## src/rtl/lsu_pkg.sv

```systemverilog
// Shared definitions for the load/store unit: funct3 encodings, FSM states,
// byte-enable patterns and access decode helpers.
package lsu_pkg;

   localparam int unsigned DefaultTimeoutCycles = 255;

   // RV32I load/store funct3 encodings
   localparam logic [2:0] F3Byte  = 3'b000;
   localparam logic [2:0] F3Half  = 3'b001;
   localparam logic [2:0] F3Word  = 3'b010;
   localparam logic [2:0] F3ByteU = 3'b100;
   localparam logic [2:0] F3HalfU = 3'b101;

   // Byte-enable patterns before lane shifting
   localparam logic [3:0] BeByte = 4'b0001;
   localparam logic [3:0] BeHalf = 4'b0011;
   localparam logic [3:0] BeWord = 4'b1111;

   typedef enum logic [1:0] {
      StIdle,
      StReq,
      StResp
   } lsu_state_e;

   // High when the access is misaligned or its funct3 is not a legal encoding
   function automatic logic access_err(input logic       we,
                                       input logic [2:0] f3,
                                       input logic [1:0] lo);
      logic err;
      case (f3)
         F3Byte:  err = 1'b0;
         F3Half:  err = lo[0];
         F3Word:  err = (lo != 2'b00);
         F3ByteU: err = we;
         F3HalfU: err = we | lo[0];
         default: err = 1'b1;
      endcase
      return err;
   endfunction

   // Loads always fetch the full word; stores enable only the addressed lanes
   function automatic logic [3:0] byte_enable(input logic       we,
                                              input logic [2:0] f3,
                                              input logic [1:0] lo);
      logic [3:0] be;
      if (!we) begin
         be = BeWord;
      end else begin
         case (f3)
            F3Byte:  be = BeByte << lo;
            F3Half:  be = BeHalf << {lo[1], 1'b0};
            default: be = BeWord;
         endcase
      end
      return be;
   endfunction

   // Replicate store data across lanes so the byte enables pick the right one
   function automatic logic [31:0] store_data(input logic [2:0]  f3,
                                              input logic [31:0] wdata);
      logic [31:0] data;
      case (f3)
         F3Byte:  data = {4{wdata[7:0]}};
         F3Half:  data = {2{wdata[15:0]}};
         default: data = wdata;
      endcase
      return data;
   endfunction

endpackage

```

## src/rtl/lsu_load_align.sv

```systemverilog
// Extracts the addressed byte/half from a memory word and sign/zero-extends it.
module lsu_load_align
   import lsu_pkg::*;
(
   input  logic [31:0] mem_rdata,
   input  logic [1:0]  addr_lo,
   input  logic [2:0]  f3,
   output logic [31:0] rsp_rdata
);

   logic [7:0]  byte_sel;
   logic [15:0] half_sel;

   // Lane selection followed by extension according to the load type
   always_comb begin
      byte_sel  = 8'h00;
      half_sel  = addr_lo[1] ? mem_rdata[31:16] : mem_rdata[15:0];
      rsp_rdata = mem_rdata;
      case (addr_lo)
         2'd0:    byte_sel = mem_rdata[7:0];
         2'd1:    byte_sel = mem_rdata[15:8];
         2'd2:    byte_sel = mem_rdata[23:16];
         default: byte_sel = mem_rdata[31:24];
      endcase
      case (f3)
         F3Byte:  rsp_rdata = {{24{byte_sel[7]}}, byte_sel};
         F3ByteU: rsp_rdata = {24'h000000, byte_sel};
         F3Half:  rsp_rdata = {{16{half_sel[15]}}, half_sel};
         F3HalfU: rsp_rdata = {16'h0000, half_sel};
         default: rsp_rdata = mem_rdata;
      endcase
   end

endmodule

```

## src/rtl/load_store_unit.sv

```systemverilog
// Load/store unit: accepts one core access at a time, issues a single memory
// bus request, and returns a one-cycle response with formatted load data.
module load_store_unit
   import lsu_pkg::*;
#(
   parameter int unsigned TIMEOUT_CYCLES = DefaultTimeoutCycles
) (
   input  logic        CLK,
   input  logic        RESET,
   input  logic        req_valid,
   output logic        req_ready,
   input  logic        req_we,
   input  logic [2:0]  req_f3,
   input  logic [31:0] req_addr,
   input  logic [31:0] req_wdata,
   output logic        rsp_valid,
   output logic [31:0] rsp_rdata,
   output logic        rsp_err,
   output logic        mem_req,
   output logic        mem_we,
   output logic [31:0] mem_addr,
   output logic [3:0]  mem_be,
   output logic [31:0] mem_wdata,
   input  logic        mem_ack,
   input  logic [31:0] mem_rdata
);

   localparam int unsigned CntW = $clog2(TIMEOUT_CYCLES + 1);
   localparam logic [CntW-1:0] TmoLast = CntW'(TIMEOUT_CYCLES - 1);

   lsu_state_e      state;
   logic [CntW-1:0] tmo_cnt;
   logic [2:0]      acc_f3;
   logic [1:0]      acc_lo;
   logic [31:0]     load_data;

   lsu_load_align u_load_align (
      .mem_rdata (mem_rdata),
      .addr_lo   (acc_lo),
      .f3        (acc_f3),
      .rsp_rdata (load_data)
   );

   // Access FSM with all bus and response outputs registered
   always_ff @(posedge CLK) begin
      if (RESET) begin
         state     <= StIdle;
         tmo_cnt   <= '0;
         acc_f3    <= 3'b000;
         acc_lo    <= 2'b00;
         req_ready <= 1'b1;
         rsp_valid <= 1'b0;
         rsp_err   <= 1'b0;
         rsp_rdata <= 32'h0;
         mem_req   <= 1'b0;
         mem_we    <= 1'b0;
         mem_be    <= 4'h0;
         mem_addr  <= 32'h0;
         mem_wdata <= 32'h0;
      end else begin
         case (state)
            StIdle: begin
               if (req_valid) begin
                  req_ready <= 1'b0;
                  acc_f3    <= req_f3;
                  acc_lo    <= req_addr[1:0];
                  if (access_err(req_we, req_f3, req_addr[1:0])) begin
                     // Bad access never reaches the bus
                     state     <= StResp;
                     rsp_valid <= 1'b1;
                     rsp_err   <= 1'b1;
                     rsp_rdata <= 32'h0;
                  end else begin
                     state     <= StReq;
                     tmo_cnt   <= '0;
                     mem_req   <= 1'b1;
                     mem_we    <= req_we;
                     mem_addr  <= {req_addr[31:2], 2'b00};
                     mem_be    <= byte_enable(req_we, req_f3, req_addr[1:0]);
                     mem_wdata <= store_data(req_f3, req_wdata);
                  end
               end
            end
            StReq: begin
               // An ack in the final allowed cycle still wins over the timeout
               if (mem_ack) begin
                  state     <= StResp;
                  mem_req   <= 1'b0;
                  rsp_valid <= 1'b1;
                  rsp_err   <= 1'b0;
                  rsp_rdata <= mem_we ? 32'h0 : load_data;
               end else if (tmo_cnt == TmoLast) begin
                  state     <= StResp;
                  mem_req   <= 1'b0;
                  rsp_valid <= 1'b1;
                  rsp_err   <= 1'b1;
                  rsp_rdata <= 32'h0;
               end else begin
                  tmo_cnt <= tmo_cnt + 1'b1;
               end
            end
            StResp: begin
               state     <= StIdle;
               rsp_valid <= 1'b0;
               req_ready <= 1'b1;
            end
            default: begin
               state     <= StIdle;
               rsp_valid <= 1'b0;
               mem_req   <= 1'b0;
               req_ready <= 1'b1;
            end
         endcase
      end
   end

endmodule

```

## config.mk

```make
export PLATFORM = sky130hd
export DESIGN_NAME = load_store_unit
export DESIGN_NICKNAME = d
export VERILOG_FILES = /design/src/rtl/lsu_pkg.sv /design/src/rtl/lsu_load_align.sv /design/src/rtl/load_store_unit.sv
export SDC_FILE = /design/constraint.sdc
export NUM_CORES = 1
export LEC_CHECK = 0
export CAP_MARGIN = 20
export CORE_MARGIN = 4
export CORE_UTILIZATION = 45
export CTS_CLUSTER_SIZE = 10
export DETAILED_ROUTE_END_ITERATION = 12
export PLACE_DENSITY = 0.81
export SYNTH_ARGS = -nofsm -noshare
export SYNTH_HDL_FRONTEND = slang
export SYNTH_HIERARCHICAL = 1
export SYNTH_SLANG_ARGS = --single-unit
```

## constraint.sdc

```tcl
create_clock -name CLK -period 2.3 [get_ports CLK]
set_input_delay 0.345 -clock CLK [delete_from_list [all_inputs] [get_ports CLK]]
set_output_delay 0.345 -clock CLK [all_outputs]
set_load 0.005 [all_outputs]
```

==> Word level (Yosys, flattened, before mapping) <==
Cells that the tools add are included.
{ "totals": {"regBits": 118, "latchBits": 0, "mem_bits_rw": 0, "romBits": 0, "inputBits": 104, "out_inout_bits": 105, "wordCells": 92, "mem_count": 0} }
{ "op_classes": {"add_sub_neg": 1, "multipliers": 0, "n_div": 0, "order_cmp": 0, "eq_ne": 18, "n_shift": 2, "muxes": 40, "bitwise_logic": 4, "reduce_logical": 14} }
{ "ops": {"columns": ["cell", "count"], "rows": [
  ["$mux W32", 5],
  ["$pmux W32 S2", 2],
  ["$pmux W32 S4", 1],
  ["$mux W8", 4],
  ["$pmux W8 S3", 1],
  ["$mux W16", 1],
  ["$pmux W8 S2", 1],
  ["$mux W1", 13],
  ["$eq A3 B3 Y1 const B", 4],
  ["$ne A2 B2 Y1 const B", 5],
  ["$add A8 B1 Y8 const B", 1],
  ["$eq A8 B8 Y1 const B", 1],
  ["$mux W2", 4],
  ["$pmux W4 S2", 1],
  ["$reduce_and A4 Y1", 2],
  ["$eq A3 B1 Y1 const B", 2],
  ["$logic_not A3 Y1", 2],
  ["$pmux W1 S2", 3],
  ["$reduce_and A2 Y1", 3],
  ["$reduce_and A3 Y1", 2],
  ["$pmux W1 S5", 1],
  ["$reduce_and A5 Y1", 1],
  ["$eq A2 B1 Y1 const B", 2],
  ["$eq A2 B2 Y1 const B", 2],
  ["other kinds (11)", 15]
]} }

==> Longest topological paths before layout <==
Gate-level depths: netlist of run 1.
{ "logic_depth": {"word_depth": 8, "depth_mapped": 8, "depth_no_buf": 6} }

==> Modules after synthesis <==
Netlist of run 1, hierarchy kept.
{ "modules_own_cells": {"columns": ["mod", "n_inst", "cells_each", "area_per_inst_um2", "seq_area_each_um2"], "rows": [
  ["load_store_unit", 1, 507, 4575.6, 2362.3],
  ["lsu_load_align", 1, 133, 969.7, 0.0]
]} }

==> Worst setup path after synthesis of run 1 <==
Ideal clock, no wire load.
{ "synth_path": {"path_type": "input to register", "startpoint": "input port req_f3[0]", "endpoint": "register tmo_cnt[5]", "setup_ns": 0.121, "arrival_time_ns": 1.603, "required_time_ns": 2.179, "slack_ns": 0.576, "cell_stages": 6, "n_path_buf": 2, "path_cell_list": "buf_2 a221oi_2 o21ai_1 buf_2 a211oi_2 mux2_2"} }
{ "synth_via": {"elab_chain_len": 7, "word_cells_on_any_way": 11, "classes_between": "eq/ne (5); mux (4); reduce/logical (2)"} }
{ "synth_rtl": {"columns": ["element", "line_no", "text"], "rows": [
  ["start: declaration", "load_store_unit.sv:13", "input logic [2:0] req_f3,"],
  ["$eq A3 B3 Y1 (tied with other cells)", "lsu_pkg.sv:30", "case (f3)"],
  ["$pmux W1 S5 (*)", "lsu_pkg.sv:30", null],
  ["$mux W1 (*)", "load_store_unit.sv:63", "if (req_valid) begin"],
  ["$mux W1 (*)", "load_store_unit.sv:61", "case (state)"],
  ["$mux W1 (*)", "load_store_unit.sv:46", "if (RESET) begin"],
  ["$ne A2 B2 Y1 (no source line) (*)", null, null],
  ["$reduce_and A5 Y1 (no source line) (*)", null, null],
  ["end signal: assignment", "load_store_unit.sv:99", "tmo_cnt <= tmo_cnt + 1'b1;"],
  ["end: declaration", "load_store_unit.sv:32", "logic [CntW-1:0] tmo_cnt;"]
]} }
Mark *: on every way between the ends. The rest lies on a longest branch, timed or not. The select of a mux whose other input is x is not followed.
A chain may end at the register's enable or synchronous reset.

==> Final worst setup path of run 1 <==
{ "layout_path": {"startpoint": "register acc_f3[1]", "endpoint": "register rsp_rdata[0]"} }
{ "layout_via": {"elab_chain_len": 5, "word_cells_on_any_way": 8, "classes_between": "eq/ne (3); mux (4); reduce/logical (1)"} }
{ "layout_rtl": {"columns": ["element", "line_no", "text"], "rows": [
  ["start: declaration", "load_store_unit.sv:33", "logic [2:0] acc_f3;"],
  ["start signal: assignment", "load_store_unit.sv:65", "acc_f3 <= req_f3;"],
  ["$eq A3 B3 Y1 (tied with other cells)", "lsu_load_align.sv:25", "case (f3)"],
  ["$pmux W32 S4 (*)", "lsu_load_align.sv:25", null],
  ["named net load_data[0]", "load_store_unit.sv:35", "logic [31:0] load_data;"],
  ["$mux W32 (*)", "load_store_unit.sv:91", "rsp_rdata <= mem_we ? 32'h0 : load_data;"],
  ["$mux W32 (*)", "load_store_unit.sv:86", "if (mem_ack) begin"],
  ["$pmux W32 S2 (*)", "load_store_unit.sv:61", null],
  ["end signal: assignment", "load_store_unit.sv:91", null],
  ["end: declaration", "load_store_unit.sv:17", "output logic [31:0] rsp_rdata,"]
]} }
Mark *: on every way through the listed nets, which the timed path passes. The rest lies on a longest branch.

==> results.md, run 1 <==
Critical path:
- The critical path arrival is 2.24 ns.
- For the worst setup path, the data required time is 2.66 ns.
- The critical-path maximum fanout is 29.
- The nature of the critical path endpoint is a flip-flop.
- The critical path launch point type is a flip-flop.
- By startpoint and endpoint, the worst setup path is classified as reg -> reg.

STA:
- The number of failing hold endpoints at the final stage is 0.
- The worst-margin pin slew is 0.633 ns.
- The worst hold slack after final layout is 0.383 ns.
- The worst path meets setup with 0.419 ns of slack.
- For this run, the top clock speed supported by timing is 532 MHz.
- The clock period minus worst slack is 1.88 ns.
- The worst slew margin relative to its limit is 57.8%.
- Between clock sinks in the finished design, the worst skew comes to 0.00636 ns.
- The final critical-path share of the clock period is 81.8%.
- Setup violations remaining at the end of the flow were counted as 0.
- In the final timing run, aggregate negative setup slack is 0 ns.
- Setup repair after global routing left no endpoint under its margin.
- The max-slew violation count was 0.

Hold path:
- The worst hold path class is in -> reg.

Route:
- The total length of routed wires is 19300 microns.
- The via density per instance is 5.66.
- The detailed-route via count is 5779.
- The first TritonRoute pass finished after 5 iterations.
- The residual DRC count is 0.
- The routed length per instance is 18.9 microns.
- The first-iteration detailed-routing DRC count is 534.
- The number of nets still failing antenna checks after routing is 0.

Synth:
- The synthesized netlist occupies a cell area of 5550 sq um.
- Summing the areas of all compound-gate instances in the mapped netlist gives 24.8% of the synthesized area.
- The most used flip-flop cell after synthesis is sky130_fd_sc_hd__dfxtp_1.
- The share of synthesized cell area in and, or, nand and nor gates is 16.7%.
- The post-synthesis sequential element count is 118.
- The number of enable flip-flop cells after synthesis is 0.
- The share of async-settable or async-resettable flops after synthesis is 0%.
- Of the post-synthesis cell area, the part taken by muxes is 8.42%.
- The register area share after synthesis is 42.6%.
- During synthesis, Yosys emitted a total of 6 warnings.
- The arithmetic-cell share of the synthesized area counting full adders, half adders and majority gates is 0.451%.
- Summing the areas of all xor and xnor instances in the mapped netlist gives 0% of the synthesized area.
- The average footprint of a synthesized cell is 8.66 sq um.
- The number of unique standard cell types used by synthesis is 57.
- After synthesis, the largest family of logic cells by area is compound AO/OA/AOI/OAI gates.
- Synthesis produced a netlist whose cell count is 640.

Placed design:
- The global placement routability congestion is 0.940.
- The minimum setup slack after placement is 0.0221 ns.
- The cell area reported after detailed placement is 7860 sq um.
- In this run the tool buffered the top-level ports with 206 buffer cells.
- The HPWL reported at the end of detailed placement is 14000 microns.

Floorplan:
- The die covers 14200 sq um.
- The site row count is 40.
- The initial utilization of the core area, before any placement, comes to 46.0%.
- 209 I/O pins were placed.
- The x dimension of the die is 119 microns.
- The total area inside the core boundary comes to 12100 sq um.
- The floorplan step set the die height to 119 microns.

Layout:
- The most common cell after layout, fill and taps aside is sky130_fd_sc_hd__clkdlybuf4s50_1.
- The filler cell count is 892.
- In the layout the commonest cells are sky130_fd_sc_hd__clkdlybuf4s50_1 (205), sky130_fd_sc_hd__nand2_1 (118), sky130_fd_sc_hd__dfxtp_1 (118), sky130_fd_sc_hd__a21oi_1 (66), sky130_fd_sc_hd__nor2_1 (60).
- The total inserted antenna cells is 0.
- Relative to the synthesized area, the layout overhead comes to 53.2%.
- The total area of sequential cells is 2360 sq um.
- Summing all non-filler instances in the final layout gives an area of 8490 sq um.
- Summing all multi-input logic gate instances after layout gives 2830 sq um.
- After the last flow step, the layout net total stands at 947.
- The post-route netlist has 10.1% of its cells at a drive strength greater than 1.

Global route:
- The number of antenna violations at the first check in global routing is 0.
- The global-route total usage across every layer is 26.5%.
- The first global-routing pass estimated 29900 microns of wire.
- The number of global-route vias before repair is 5768.
- The leftover overflow at the end of global routing is 0.
- The pin count of the biggest net entering global routing is 59.

Clocking:
- The clock tree from TritonCTS is done.
- Counting the buffers created by CTS gives 17.
- The clock net in this run drives a total of 118 sinks.
- The clock reaches the later pin of the worst-skew pair after 0.41 ns.
- The H-tree generated during clock tree synthesis spans 4 levels.
- The clock transition at the register clock pins on the worst setup and hold paths after CTS is 0.05 ns.
- The clock root buffer master is sky130_fd_sc_hd__clkbuf_16.
- Gates resized during post-CTS repair numbered 0.
- In this run the post-CTS setup repair buffer count came out at 0.
- The number of buffers on the longest clock path is 2.
- In this run, post-CTS hold repair placed 0 buffers.

Power:
- Summing internal, switching and leakage power gives 6120 uW.
- The ratio of total power to cell area is 721 nW/um^2.
- For this design the static power due to leakage is 0.00311 uW.
- IR analysis of the VDD net gives a maximum drop of 0.553 mV.

Run:
- Across the run, the number of max-cap violations was 0.

Status:
- The run finished with clean final reports.
==> registers in the layout, summed over array words and instances, names as in the netlist, 2 cells and up <==
name       flops
acc_f3         3
acc_lo         2
rsp_rdata     32
mem_addr      30
state          2
tmo_cnt        8
mem_be         4
mem_wdata     32
==> power by group <==
| part | total (uW) | switching [uW] | leakage, uW | internal, uW |
|---|---|---|---|---|
| Clock | 2820 | 899 | 0.000313 | 1920 |
| Combinational | 1100 | 526 | 0.00184 | 572 |
| Sequential | 2210 | 68.0 | 0.000959 | 2140 |
==> area by class of cell <==
type | instances | share of cell area (%)
clock buffer | 23 | 5.75
clock inverter | 8 | 1.69
inverter | 17 | 0.751
multi-input combinational | 447 | 33.3
sequential | 118 | 27.8
tap | 168 | 2.47
timing repair buffer | 240 | 28.3
==> cells by family (layout without fill, tap and decap cells) <==
family                     count (synthesis)  count (layout)
buffers and inverters                     76             288
adders and majority gates                  2               2
other                                      1               2
and+or+nand+nor                          218             218
DFF                                      118             118
AOI/OAI and AO/OA                        191             191
muxes                                     34              34
==> final timing paths <==
kind	start	end	slack (ns)	depth (start not counted)
hold / removal	RESET	acc_lo[0]	0.38	2
hold reg to reg	mem_wdata[0]	mem_wdata[0]	0.45	2
setup / recovery	acc_f3[1]	rsp_rdata[0]	0.42	4
setup reg to reg	acc_f3[1]	rsp_rdata[0]	0.42	4
==> synthesized netlist by cell type, drive strengths merged (2+ instances only) <==
| cell | count | area [sq um] |
|---|---|---|
| dfxtp | 118 | 2360 |
| a2111o | 3 | 33.8 |
| clkbuf | 16 | 60.1 |
| a22oi | 2 | 28.8 |
| nor4 | 2 | 27.5 |
| nor2 | 60 | 225 |
| o21ai | 11 | 55.1 |
| nand4 | 2 | 12.5 |
| and3 | 2 | 12.5 |
| nand3 | 7 | 35.0 |
| a21oi | 66 | 330 |
| mux2 | 4 | 52.6 |
| nand2 | 118 | 443 |
| a311oi | 15 | 131 |
| nor2b | 10 | 62.6 |
| o221ai | 7 | 86.3 |
| mux2i | 23 | 230 |
| o2111ai | 4 | 35.0 |
| nor3b | 3 | 22.5 |
| a31oi | 3 | 25.0 |
| buf | 43 | 261 |
| a22o | 32 | 280 |
| ha | 2 | 25.0 |
| or2 | 2 | 12.5 |
| o211ai | 8 | 60.1 |
| a221oi | 3 | 32.5 |
| a211oi | 13 | 103 |
| o31ai | 2 | 20.0 |
| o22ai | 16 | 100 |
| nor3 | 8 | 45.0 |
| mux4 | 7 | 184 |
| inv | 16 | 60.1 |
| nand2b | 2 | 12.5 |
==> per-stage QoR <==
step	utilization [%]	std cells
after floorplan	-	641
after global placement	65.2	990
after detailed placement	65.2	990
after CTS	70.4	1021
after global routing	70.4	1021
final	70.4	1021
==> per-layer routing <==
layer	vias to the layer above	share of wire [%]	global-route usage [%]
met1	2730	41	30.8
met3	31	10	11.3
met5	-	0	0
li1	2700	-	-
met4	0	2.0	8.69
met2	318	47	43.9
==> worst max-delay path, cell delays in order, from the launching register on <==
cell	delay, ns
sky130_fd_sc_hd__dfxtp_1	0.59
sky130_fd_sc_hd__or2_2	0.62
sky130_fd_sc_hd__nor2_1	0.11
sky130_fd_sc_hd__a311oi_1	0.30
sky130_fd_sc_hd__a22o_1	0.20
Power figures use the tool's default switching activity.
==> run 2: changes to the inputs <==
==> constraint.sdc (replaced) <==
create_clock -name CLK -period 1.9 [get_ports CLK]
set_input_delay 0.285 -clock CLK [delete_from_list [all_inputs] [get_ports CLK]]
set_output_delay 0.285 -clock CLK [all_outputs]
set_load 0.005 [all_outputs]
==> results.md, run 2 (same netlist as run 1, synthesis figures left out) <==
Global route:
- The global-route total usage across every layer is 27.4% (+0.91 points).
- The wire length of the first global-routing pass was 30900 microns (+3.4%).
- The number of global-route vias before repair was 5917 (+2.6%).
- The pin count of the biggest net entering global routing is 67 (+14%).
- The leftover overflow at the end of global routing is 0 (unchanged).
- The number of antenna violations at the first check in global routing is 0 (unchanged).

Layout:
- The largest registers in the layout are mem_wdata (32), rsp_rdata (32), mem_addr (30).
- The filler cell count is 855 (-4.1%).
- Leaving out fill and tap cells, the most frequent cell in the layout is sky130_fd_sc_hd__clkdlybuf4s50_1.
- The total area of sequential cells is 2360 sq um (unchanged).
- The multi-input logic area is 2830 sq um (+0.31%).
- The final net count is 975 (+3.0%).
- In the layout the commonest cells are sky130_fd_sc_hd__clkdlybuf4s50_1 (205), sky130_fd_sc_hd__nand2_1 (118), sky130_fd_sc_hd__dfxtp_1 (118), sky130_fd_sc_hd__a21oi_1 (66), sky130_fd_sc_hd__nor2_1 (60).
- The total inserted antenna cells is 0 (unchanged).
- The share of cells above drive strength 1 is 12.8% (+2.7 points).
- Compared with the post-synthesis result, the final layout area differs by 56.1%.
- The non-filler instance count after layout is 1049 (+2.7%).

STA:
- The worst clock skew on the final layout was 0.00749 ns (+0.00114 ns).
- The final setup violation count is 0 (unchanged).
- The worst-margin pin slew is 0.664 ns (+0.0309 ns).
- The worst hold slack after final layout is 0.255 ns (-0.127 ns).
- The clock period minus worst slack is 1.77 ns.
- The number of failing hold endpoints at the final stage is 0 (unchanged).
- Static timing analysis puts the maximum clock frequency at 566 MHz.
- Setup repair after global routing left no endpoint under its margin.
- The final critical path takes up 93.1% of the cycle.
- The max-slew violation count is 0 (unchanged).
- The final total negative setup slack came to 0 ns (unchanged).
- The worst slew margin relative to its limit is 55.8% (-2.1 points).

Placed design:
- The global placement routability congestion is 0.949 (+0.96%).
- The HPWL reported at the end of detailed placement is 14300 microns (+2.1%).
- The count of port buffers added during placement is 206 (unchanged).
- The placed instance count came to 1017 (+2.7%).

Floorplan:
- The x dimension of the die came to 119 microns (unchanged).
- The site row count came to 40 (unchanged).
- The initial core utilization is 46.0% (unchanged).
- The core region area is 12100 sq um (unchanged).
- The top-level I/O count is 209 (unchanged).
- The vertical extent of the die is 119 microns (unchanged).
- The area of the die was 14200 sq um (unchanged).

Critical path:
- The critical path in this run is classified as in -> reg.
- The nature of the critical path endpoint is a flip-flop.
- The critical path launch point type is an input pin.
- The cell family contributing the most delay on the critical path is buffers and inverters.
- The critical-path maximum fanout is 33 (+14%).
- The critical path arrival is 2.09 ns (-0.15 ns).
- The last element of the critical path is mem_be[3].
- Traced cell by cell, the critical path runs through clkdlybuf4s50_1 -> a221oi_2 -> buf_4 -> o21a_2 -> buf_12 -> buf_4 -> nor2_1 -> nor3_1.
- The largest stage delay on the critical path is 0.55 ns (-0.07 ns).
- The count of buffer and inverter cells on the critical path is 4 (+4).
- Tracing the worst setup path back leads to its startpoint at req_addr[0].
- On the critical path, the stage with the largest delay is an instance of sky130_fd_sc_hd__clkdlybuf4s50_1.
- The number of cells traversed by the worst register-to-register path is 4 (unchanged).
- The worst reg-to-reg setup slack is 0.19 ns (-0.23 ns).
- The beginning of the worst register-to-register path is state[1].
- The required time of the critical path is 2.23 ns (-0.43 ns).
- In this run the critical register-to-register path is captured at tmo_cnt[7].
- The critical path depth is 8 (+4).
- The most frequent cell on the critical path is sky130_fd_sc_hd__buf_4.

Clocking:
- The number of sinks on the clock net is 118 (unchanged).
- The tree is rooted in a sky130_fd_sc_hd__clkbuf_16.
- The number of buffers on the longest clock path is 2 (unchanged).
- The number of buffers created by CTS is 17 (unchanged).
- The depth of the CTS H-tree is 4 (unchanged).
- The clock transition at the register clock pins on the worst setup and hold paths after CTS came to 0.06 ns (about the same).
- The clock insertion delay at the later pin of the skew report was 0.41 ns (about the same).
- The clock tree from TritonCTS is done.

Power:
- The leakage power summed over all cells is 0.00322 uW (+3.4%).
- The ratio of total power to cell area came to 816 nW/um^2 (+13%).
- The worst voltage drop across the vdd grid is 0.604 mV (+9.3%).

Route:
- The first-iteration detailed-routing DRC count is 484 (-9.4%).
- The first-pass iteration count of the detailed router is 5 (unchanged).
- The total length of routed wires was 19600 microns (+1.3%).
- The routed length per instance is 18.7 microns (-1.4%).
- The residual DRC count is 0 (unchanged).
- The via density per instance is 5.56 (-1.7%).
- The number of nets still failing antenna checks after routing is 0 (unchanged).
- The detailed-route via count is 5837 (+1.0%).

Run:
- The count of max-cap constraint violations came to 0 (unchanged).

Hold path:
- In this run the worst hold path is classified as in -> reg.
- In this run the most critical hold path is launched from RESET.

Status:
- The flow ran to the end, and the final reports show no timing, DRC or antenna violations.
run 2: area by class of cell:
class	count	share of cell area, %
Clock buffer	23	5.52
Tap cell	168	2.43
Clock inverter	8	0.867
Timing Repair Buffer	268	30.4
Sequential cell	118	27.3
Multi-Input combinational cell	447	32.7
Inverter	17	0.737
run 2: per-stage QoR:
step                utilization, %  power, uW  setup slack [ns]  cell area, sq um
floorplan                        -       3360             0.230              5550
global placement              67.1       4070            -0.222              8090
detailed placement            67.1       4090            -0.278              8090
CTS                           71.6       7090            0.0323              8640
global route                  71.8       7320           0.00357              8660
finish                        71.8       7060             0.132              8660
run 2: power breakdown:
| part | internal, uW | switching [uW] |
|---|---|---|
| Clock | 1890 | 1120 |
| Sequential | 2590 | 80.8 |
| Combinational | 741 | 648 |
run 2: how the worst min path moves through the flow:
stage | slack, ns | end | cells past startpoint
2_1_floorplan | 0.42 | mem_addr[10] | 2
3_3_place_gp | 0.44 | mem_addr[5] | 2
3_5_place_dp | 0.45 | mem_addr[25] | 2
4_1_cts | 0.24 | acc_lo[0] | 2
5_1_grt | 0.25 | acc_lo[0] | 2
6_report | 0.26 | acc_f3[1] | 2
run 2: metal layers:
metal	share of wire (%)	up-vias	global-route usage, %
met5	0	-	0
met4	2.6	0	10.9
met3	10	36	12.2
met2	47	271	45.0
met1	40	2773	31.1
li1	-	2757	-
run 2: worst register-to-register path, cell delays in order, from the launching register on:
cell and delay, ns:
sky130_fd_sc_hd__dfxtp_1 0.38, sky130_fd_sc_hd__nor3b_1 0.39, sky130_fd_sc_hd__o31ai_4 0.20, sky130_fd_sc_hd__a211oi_1 0.28, sky130_fd_sc_hd__mux2_2 0.35
run 2: repair_timing:
action / CTS / global route
gates resized for setup: 0 / 1
setup buffers: 0 / 1
hold buffers: 0 / 0
endpoints found under the setup margin: 0 / 36
==> run 3: changes to the inputs <==
--- a/config.mk
+++ b/config.mk
@@ -10,6 +10,7 @@
 export CORE_UTILIZATION = 45
 export CTS_CLUSTER_SIZE = 10
 export DETAILED_ROUTE_END_ITERATION = 12
+export HOLD_SLACK_MARGIN = 0.03
 export PLACE_DENSITY = 0.81
 export SYNTH_ARGS = -nofsm -noshare
 export SYNTH_HDL_FRONTEND = slang
==> results of run 3 <==
The final DEF is identical to that of run 2; final timing and power are the same.
